$ cat config.mk
export PLATFORM = sky130hd
export DESIGN_NAME = jk_ubus_slave_mem
export DESIGN_NICKNAME = d
export VERILOG_FILES = /design/src/rtl/jk_ubus_slave_mem.sv
export SDC_FILE = /design/constraint.sdc
export NUM_CORES = 2
export LEC_CHECK = 0
export CORE_MARGIN = 10
export CORE_UTILIZATION = 69
export DETAILED_ROUTE_END_ITERATION = 7
export PLACE_DENSITY_LB_ADDON = 0.1
export SYNTH_ARGS = -nofsm -noshare
export SYNTH_HDL_FRONTEND = slang
export SYNTH_SLANG_ARGS = --single-unit
$ cat constraint.sdc
create_clock -name clk -period 4.3 [get_ports clk]
set_input_delay 0.43 -clock clk [delete_from_list [all_inputs] [get_ports clk]]
set_output_delay 0.43 -clock clk [all_outputs]
set_load 0.005 [all_outputs]
$ cat src/rtl/jk_ubus_slave_mem.sv
// UBUS slave memory: decodes a fixed address window, stores bytes internally and
// answers 1/2/4/8-byte bursts with programmable wait states, error and read data.
module jk_ubus_slave_mem #(
  parameter logic [15:0] BASE_ADDR   = 16'h0000,
  parameter int unsigned DEPTH       = 256,
  parameter int unsigned WAIT_CYCLES = 0
) (
  input  logic        clk,
  input  logic        reset,
  input  logic [15:0] addr,
  input  logic [1:0]  size,
  input  logic        read,
  input  logic        write,
  input  logic        bip,
  input  logic [7:0]  data_in,
  output logic [7:0]  data_out,
  output logic        data_oe,
  output logic        wait_state,
  output logic        error,
  output logic        protocol_err
);

  localparam int unsigned AW        = (DEPTH > 1) ? $clog2(DEPTH) : 1;
  localparam logic [16:0] DEPTH17   = 17'(DEPTH);
  localparam logic [3:0]  WAIT_INIT = 4'(WAIT_CYCLES);

  typedef enum logic {IDLE, DATA} state_e;

  state_e         state_q, state_d;
  logic           dir_q, dir_d;       // 1 = read
  logic           range_q, range_d;
  logic [AW-1:0]  ptr_q, ptr_d;
  logic [3:0]     left_q, left_d;
  logic [3:0]     wait_q, wait_d;
  logic           perr_q, perr_d;
  logic [7:0]     mem_q [DEPTH];
  logic           mem_we;

  logic [3:0]     nbeats;
  logic [16:0]    offset;
  logic           hit;
  logic           range_next;
  logic           beat_done;

  // Offset is taken in 17 bits: a borrow marks addresses below the window, and the
  // end-of-burst sum cannot wrap past 16'hFFFF back into the window.
  assign nbeats     = 4'd1 << size;
  assign offset     = {1'b0, addr} - {1'b0, BASE_ADDR};
  assign hit        = !offset[16] && ({1'b0, offset[15:0]} < DEPTH17);
  assign range_next = ({1'b0, offset[15:0]} + {13'b0, nbeats} - 17'd1) >= DEPTH17;

  always_comb begin
    state_d    = state_q;
    dir_d      = dir_q;
    range_d    = range_q;
    ptr_d      = ptr_q;
    left_d     = left_q;
    wait_d     = wait_q;
    perr_d     = perr_q;
    mem_we     = 1'b0;
    beat_done  = 1'b0;
    data_out   = '0;
    data_oe    = 1'b0;
    wait_state = 1'b0;
    error      = 1'b0;
    case (state_q)
      IDLE: begin
        if (read && write) begin
          perr_d = 1'b1;
        end else if ((read || write) && hit) begin
          state_d = DATA;
          dir_d   = read;
          range_d = range_next;
          ptr_d   = offset[AW-1:0];
          left_d  = nbeats;
          wait_d  = WAIT_INIT;
        end
      end
      DATA: begin
        wait_state = (wait_q != 4'd0);
        beat_done  = !wait_state;
        data_oe    = dir_q;
        if (dir_q && !range_q) data_out = mem_q[ptr_q];
        if (!beat_done) begin
          wait_d = wait_q - 4'd1;
        end else begin
          error  = range_q;
          if (bip != (left_q > 4'd1)) perr_d = 1'b1;
          mem_we = !dir_q && !range_q;
          ptr_d  = ptr_q + 1'b1;
          left_d = left_q - 4'd1;
          wait_d = WAIT_INIT;
          if (left_q == 4'd1) state_d = IDLE;
        end
      end
      default: state_d = IDLE;
    endcase
  end

  assign protocol_err = perr_q;

  always_ff @(posedge clk) begin
    if (reset) begin
      state_q <= IDLE;
      dir_q   <= 1'b0;
      range_q <= 1'b0;
      ptr_q   <= '0;
      left_q  <= '0;
      wait_q  <= '0;
      perr_q  <= 1'b0;
    end else begin
      state_q <= state_d;
      dir_q   <= dir_d;
      range_q <= range_d;
      ptr_q   <= ptr_d;
      left_q  <= left_d;
      wait_q  <= wait_d;
      perr_q  <= perr_d;
    end
  end

  always_ff @(posedge clk) begin
    if (reset) begin
      for (int unsigned i = 0; i < DEPTH; i++) mem_q[i] <= '0;
    end else if (mem_we) begin
      mem_q[ptr_q] <= data_in;
    end
  end

endmodule
Word-level counts from Yosys, hierarchy flattened
Memories as Yosys holds them, arrays and structs flattened. A register that Yosys moved wholly into a read port is not among the register bits.
Index checks and enable logic that the tools add are counted.
- register bits: 20
- RAM bits: 2048
- word-level logic and storage cells: 78
- memories kept: 1
- add/subtract/negate cells: 5
- $lt $le $gt $ge: 3
- eq/ne operators: 7
- shift operators: 1
- multiplexer cells: 39
- bitwise logic cells: 2
- reductions and logical operators: 13
- memory list (name ; depth ; bits a word ; read ports ; clocked after memory_dff ; write ports ; RTL line ; RTL):
    mem_q ; 256 ; 8 ; 1 ; 1 ; 256 ; 36 ; logic [7:0] mem_q [DEPTH];
- operators by type and width (operator ; number):
    2-to-1 mux 8 bit ; 9
    2-to-1 mux 4 bit ; 6
    2-to-1 mux 1 bit ; 19
    adder 16 x 4 -> 17 bit ; 1
    >= comparator 17 x 9 -> 1 bit, second input constant ; 1
    subtractor 17 x 1 -> 17 bit, second input constant ; 1
    less-than comparator 16 x 9 -> 1 bit, second input constant ; 1
    case mux 4 bit (2 select lines) ; 2
    case mux 8 bit (2 select lines) ; 1
    AND reduction 3 bit ; 3
    adder 8 x 1 -> 8 bit, second input constant ; 1
    != test 2 bit, second input constant ; 4
    OR reduction 8 bit ; 1
    subtractor 4 x 1 -> 4 bit, second input constant ; 2
    == test 4 x 1 -> 1 bit, second input constant ; 1
    greater-than comparator 4 x 1 -> 1 bit, second input constant ; 1
    logical AND 1 bit ; 4
    case mux 1 bit (2 select lines) ; 2
    nonzero test 4 bit ; 1
    left shift 1 x 2 -> 4 bit, first input constant ; 1
    zero test 1 bit ; 2
    != test 2 x 1 -> 1 bit, second input constant ; 1
    NOT 1 bit ; 2
    AND reduction 2 bit ; 1
    other kinds (2) ; 2

Depth between registers and ports, before layout
- depth after elaboration: 9
- depth in mapped cells: 13
- gate-level depth less buffers: 13

Worst setup path before layout
No wires, ideal clock.
- path kind: flip-flop to output port
- from: register (tool-made name)
- to: output port data_out[6]
- data arrival time: 2439 ps
- setup slack: 1431 ps
- stages on the path, launching flop included: 10
- buffers on the path: 4
- path through: dfxtp_1 -> buf_4 -> buf_4 -> buf_2 -> clkbuf_1 -> mux4_2 -> mux4_2 -> a31oi_1 -> a21oi_1 -> or3_1
- RTL lines (item ; RTL line ; RTL):
    end, declared ; 16 ; output logic [7:0] data_out,

==> impl_results.md <==
- Met3 WL: 32,200 µm
- Maximum vdd drop: 0.000453 V
- RSZ-0062 raised after global routing: true
- Ratio of final minimum period to clock period: 100%
- Fin Hold WS: 0.0319 ns
- WHS Path Cells: 2
- Worst r2r dst: mem_q[171][2]
- Gr ovfl total: 0
- Largest net degree at the start of global routing: 161
- DRT Pass-1 Iters: 6
- Clock Sinks: 2,076
- WL met1: 91,300 µm
- Initial Util: 69.5%
- Critical R2R Launch: wait_q[0]
- Number of port buffers: 42
- Worst R2R Path Depth: 8
- Worst EP required: 3.87 ns
- Setup TNS: -0.0212 ns
- Die Ht: 395 µm
- Clock Tree Root: clkbuf_16
- Post-synth top area share: 63.3%
- Post-synth ARST share: 0%
- Number of global-route vias before repair: 58,847
- Mapped Area: 97,100 µm²
- Clock transition at path regs: 0.06 ns
- Clk_lat worst skew: 0.83 ns
- Commonest non-fill, non-tap cell in the layout: edfxtp_1
- Area leader, netlist: edfxtp_1
- Status: finished, violations left
- CTS max path bufs: 3
- Layout Skew: 0.0186 ns
- Hold Path Origin: reset
- Max Freq: 0.231 GHz
- FILL cells: 7,661
- Crit Path Class: reg -> out
- Hold Path End: left_q[3]
- Total Routing Usage GR: 33.0%
- Hold Fails Final Rpt: 0
- P per Cell Area: 414 nW/µm²
- Distinct cells, synth: 64
- Vias per inst: 7.05
- Area Growth Syn to Fin: 11.8%
- Pleak: 0.0434 µW
- Crit path max fanout: 7
- Minimum clock period after layout: 4.32 ns
- Final Routed Wirelength: 259,000 µm
- Sequential area share after synthesis: 63.9%
- Num rows: 137
- TritonCTS buffer count: 203
- First-pass GRT wire length: 387,000 µm
- Final setup fails: 1
- Nets: 6,401
- Type of destination of the critical path: output port
- Routability cong.: 0.950
- Worst Tran Pin Value: 1.16 ns
- Residual DRC: 0
- Ratio of cells with drive above 1 in the final layout: 22.7%
- Yosys reg bits: 2,076
- H-Tree Depth: 4
- Wirelength per Cell: 30.9 µm
- Max-slew violation count: 0
- 1st-iter DRT viols: 8,561
- Synth Net Count: 6,533
- CTS tree: built
- Commonest non-fill, non-tap cells in the layout: 2,048 x edfxtp_1, 1,271 x and3_1, 787 x and2_1
- I/O pins: 43
- Routed vias: 59,050
- Core Box Area: 140,000 µm²
- Mapped Avg Cell Area: 15.0 µm²
- Yosys Warn Count: 0
- Die area: 156,000 µm²
- Synth Flop Type: edfxtp_1
- Worst R2R Setup Slack: 0.40 ns
- EDFF count, synth: 2,048
- Fin worst setup slack: -0.0212 ns
- Highest metal used: met5
- Crit path arrival time: 3.89 ns
- Max cap viols: 0
- Post-synthesis instance total: 6,468
- # hold bufs at CTS: 0
- Die W: 395 µm
- DP HPWL: 158,000 µm
- Max-slew headroom: 22.6%
- Synth top area cells: edfxtp_1 63%, mux4_2 13%, and3_1 8.2%, and2_1 5.1%, clkbuf_1 2.4%
- Initial antenna violation count: 5
- Metal2 WL: 122,000 µm
- Min-delay worst type: in -> reg
- Critical Path Start Type: register
- Failing checks: negative setup slack
- Post-route ant nets: 0
- PnR Total Power: 44,900 µW
power by group:
| part | switching, µW | leakage [µW] | internal (µW) |
|---|---|---|---|
| logic | 2530 | 0.0189 | 1720 |
| clock network | 7580 | 0.00316 | 9980 |
| registers | 258 | 0.0214 | 22800 |
stage by stage:
stage / setup slack [ns] / utilization [%] / area [µm²] / cells
floorplan: 1.43 / - / 97100 / 6468
global placement: -0.0281 / 71.4 / 99700 / 7906
detailed placement: -0.000241 / 71.4 / 99700 / 7906
CTS: -0.00454 / 77.4 / 108000 / 8351
global route: -0.0573 / 77.7 / 109000 / 8374
finish: -0.0212 / 77.7 / 109000 / 8375
worst max path at each step:
| stage | end | depth (start not counted) | from | slack [ns] |
|---|---|---|---|---|
| 2_1_floorplan | data_out[6] | 9 | register | 1.43 |
| 3_3_place_gp | data_out[6] | 10 | register | -0.03 |
| 3_5_place_dp | data_out[6] | 10 | register | -0.0002 |
| 4_1_cts | data_out[7] | 12 | register | -0.005 |
| 5_1_grt | data_out[6] | 11 | register | -0.06 |
| 6_report | data_out[6] | 13 | register | -0.02 |
critical path: stages (launching register included):
cell     delay (ns)
dfxtp_4        0.48
buf_12         0.17
buf_16         0.14
buf_12         0.11
buf_16         0.12
mux4_2         0.55
o22ai_4        0.27
nor3_2         0.09
nand2_2        0.18
buf_12         0.13
o22ai_1        0.08
buf_4          0.14
or3_4          0.44
buf_6          0.14
routing by layer:
layer  up-vias  GRT usage, %
li1      24553             -
met1     29778          45.6
met2      4045          50.7
met3       668          7.52
met4         6          14.8
met5         -         0.769
cell type report:
class	instances	area [µm²]	share of cell area, %
clock inverter	110	1040	0.963
multi-input combinational	3608	32700	30.1
inverter	45	173	0.159
sequential	2076	62100	57.2
antenna	1	2.50	0.00231
tap	1876	2350	2.16
clock buffer	257	5400	4.97
timing repair buffer	402	4780	4.40
flip-flops by register name, summed over array words and instances (netlist names), named ones only:
| register | flops |
|---|---|
| range_q | 1 |
| wait_q | 4 |
| ptr_q | 8 |
| mem_q | 2048 |
| dir_q | 1 |
| state_q | 1 |
| left_q | 4 |
| protocol_err | 1 |
cell families after synthesis:
group,after synthesis,synth area share [%]
XOR/XNOR,2,0.0180
multiplexers,603,13.5
adder cells (fa/ha/maj),34,0.446
flip-flops,2076,63.9
AND/OR/NAND/NOR,2550,15.8
AO/OA/AOI/OAI,419,2.91
buffers and inverters,784,3.34
Yosys cell counts, types with 13 or more instances:
master	n
a211oi_1	14
a21o_1	162
a21oi_1	29
a22oi_1	13
and2_1	787
and3_1	1279
buf_1	17
buf_2	69
buf_4	30
buf_6	14
clkbuf_1	609
dfxtp_1	28
edfxtp_1	2048
ha_1	33
inv_1	44
mux2i_1	36
mux4_2	566
nand2_1	69
nand2b_1	13
nand3_1	23
nor2_1	165
nor2b_1	16
nor3_1	20
nor4_1	22
o21ai_0	57
o22ai_1	101
or2_2	101
or4_1	15
what timing repair did:
action	CTS	global route
pin swaps	27	21
cloned	17	2
gates resized for setup	200	52
setup buffers	62	22
endpoints found under the setup margin	8	8
Note: power is estimated with default switching activity, not from simulation.
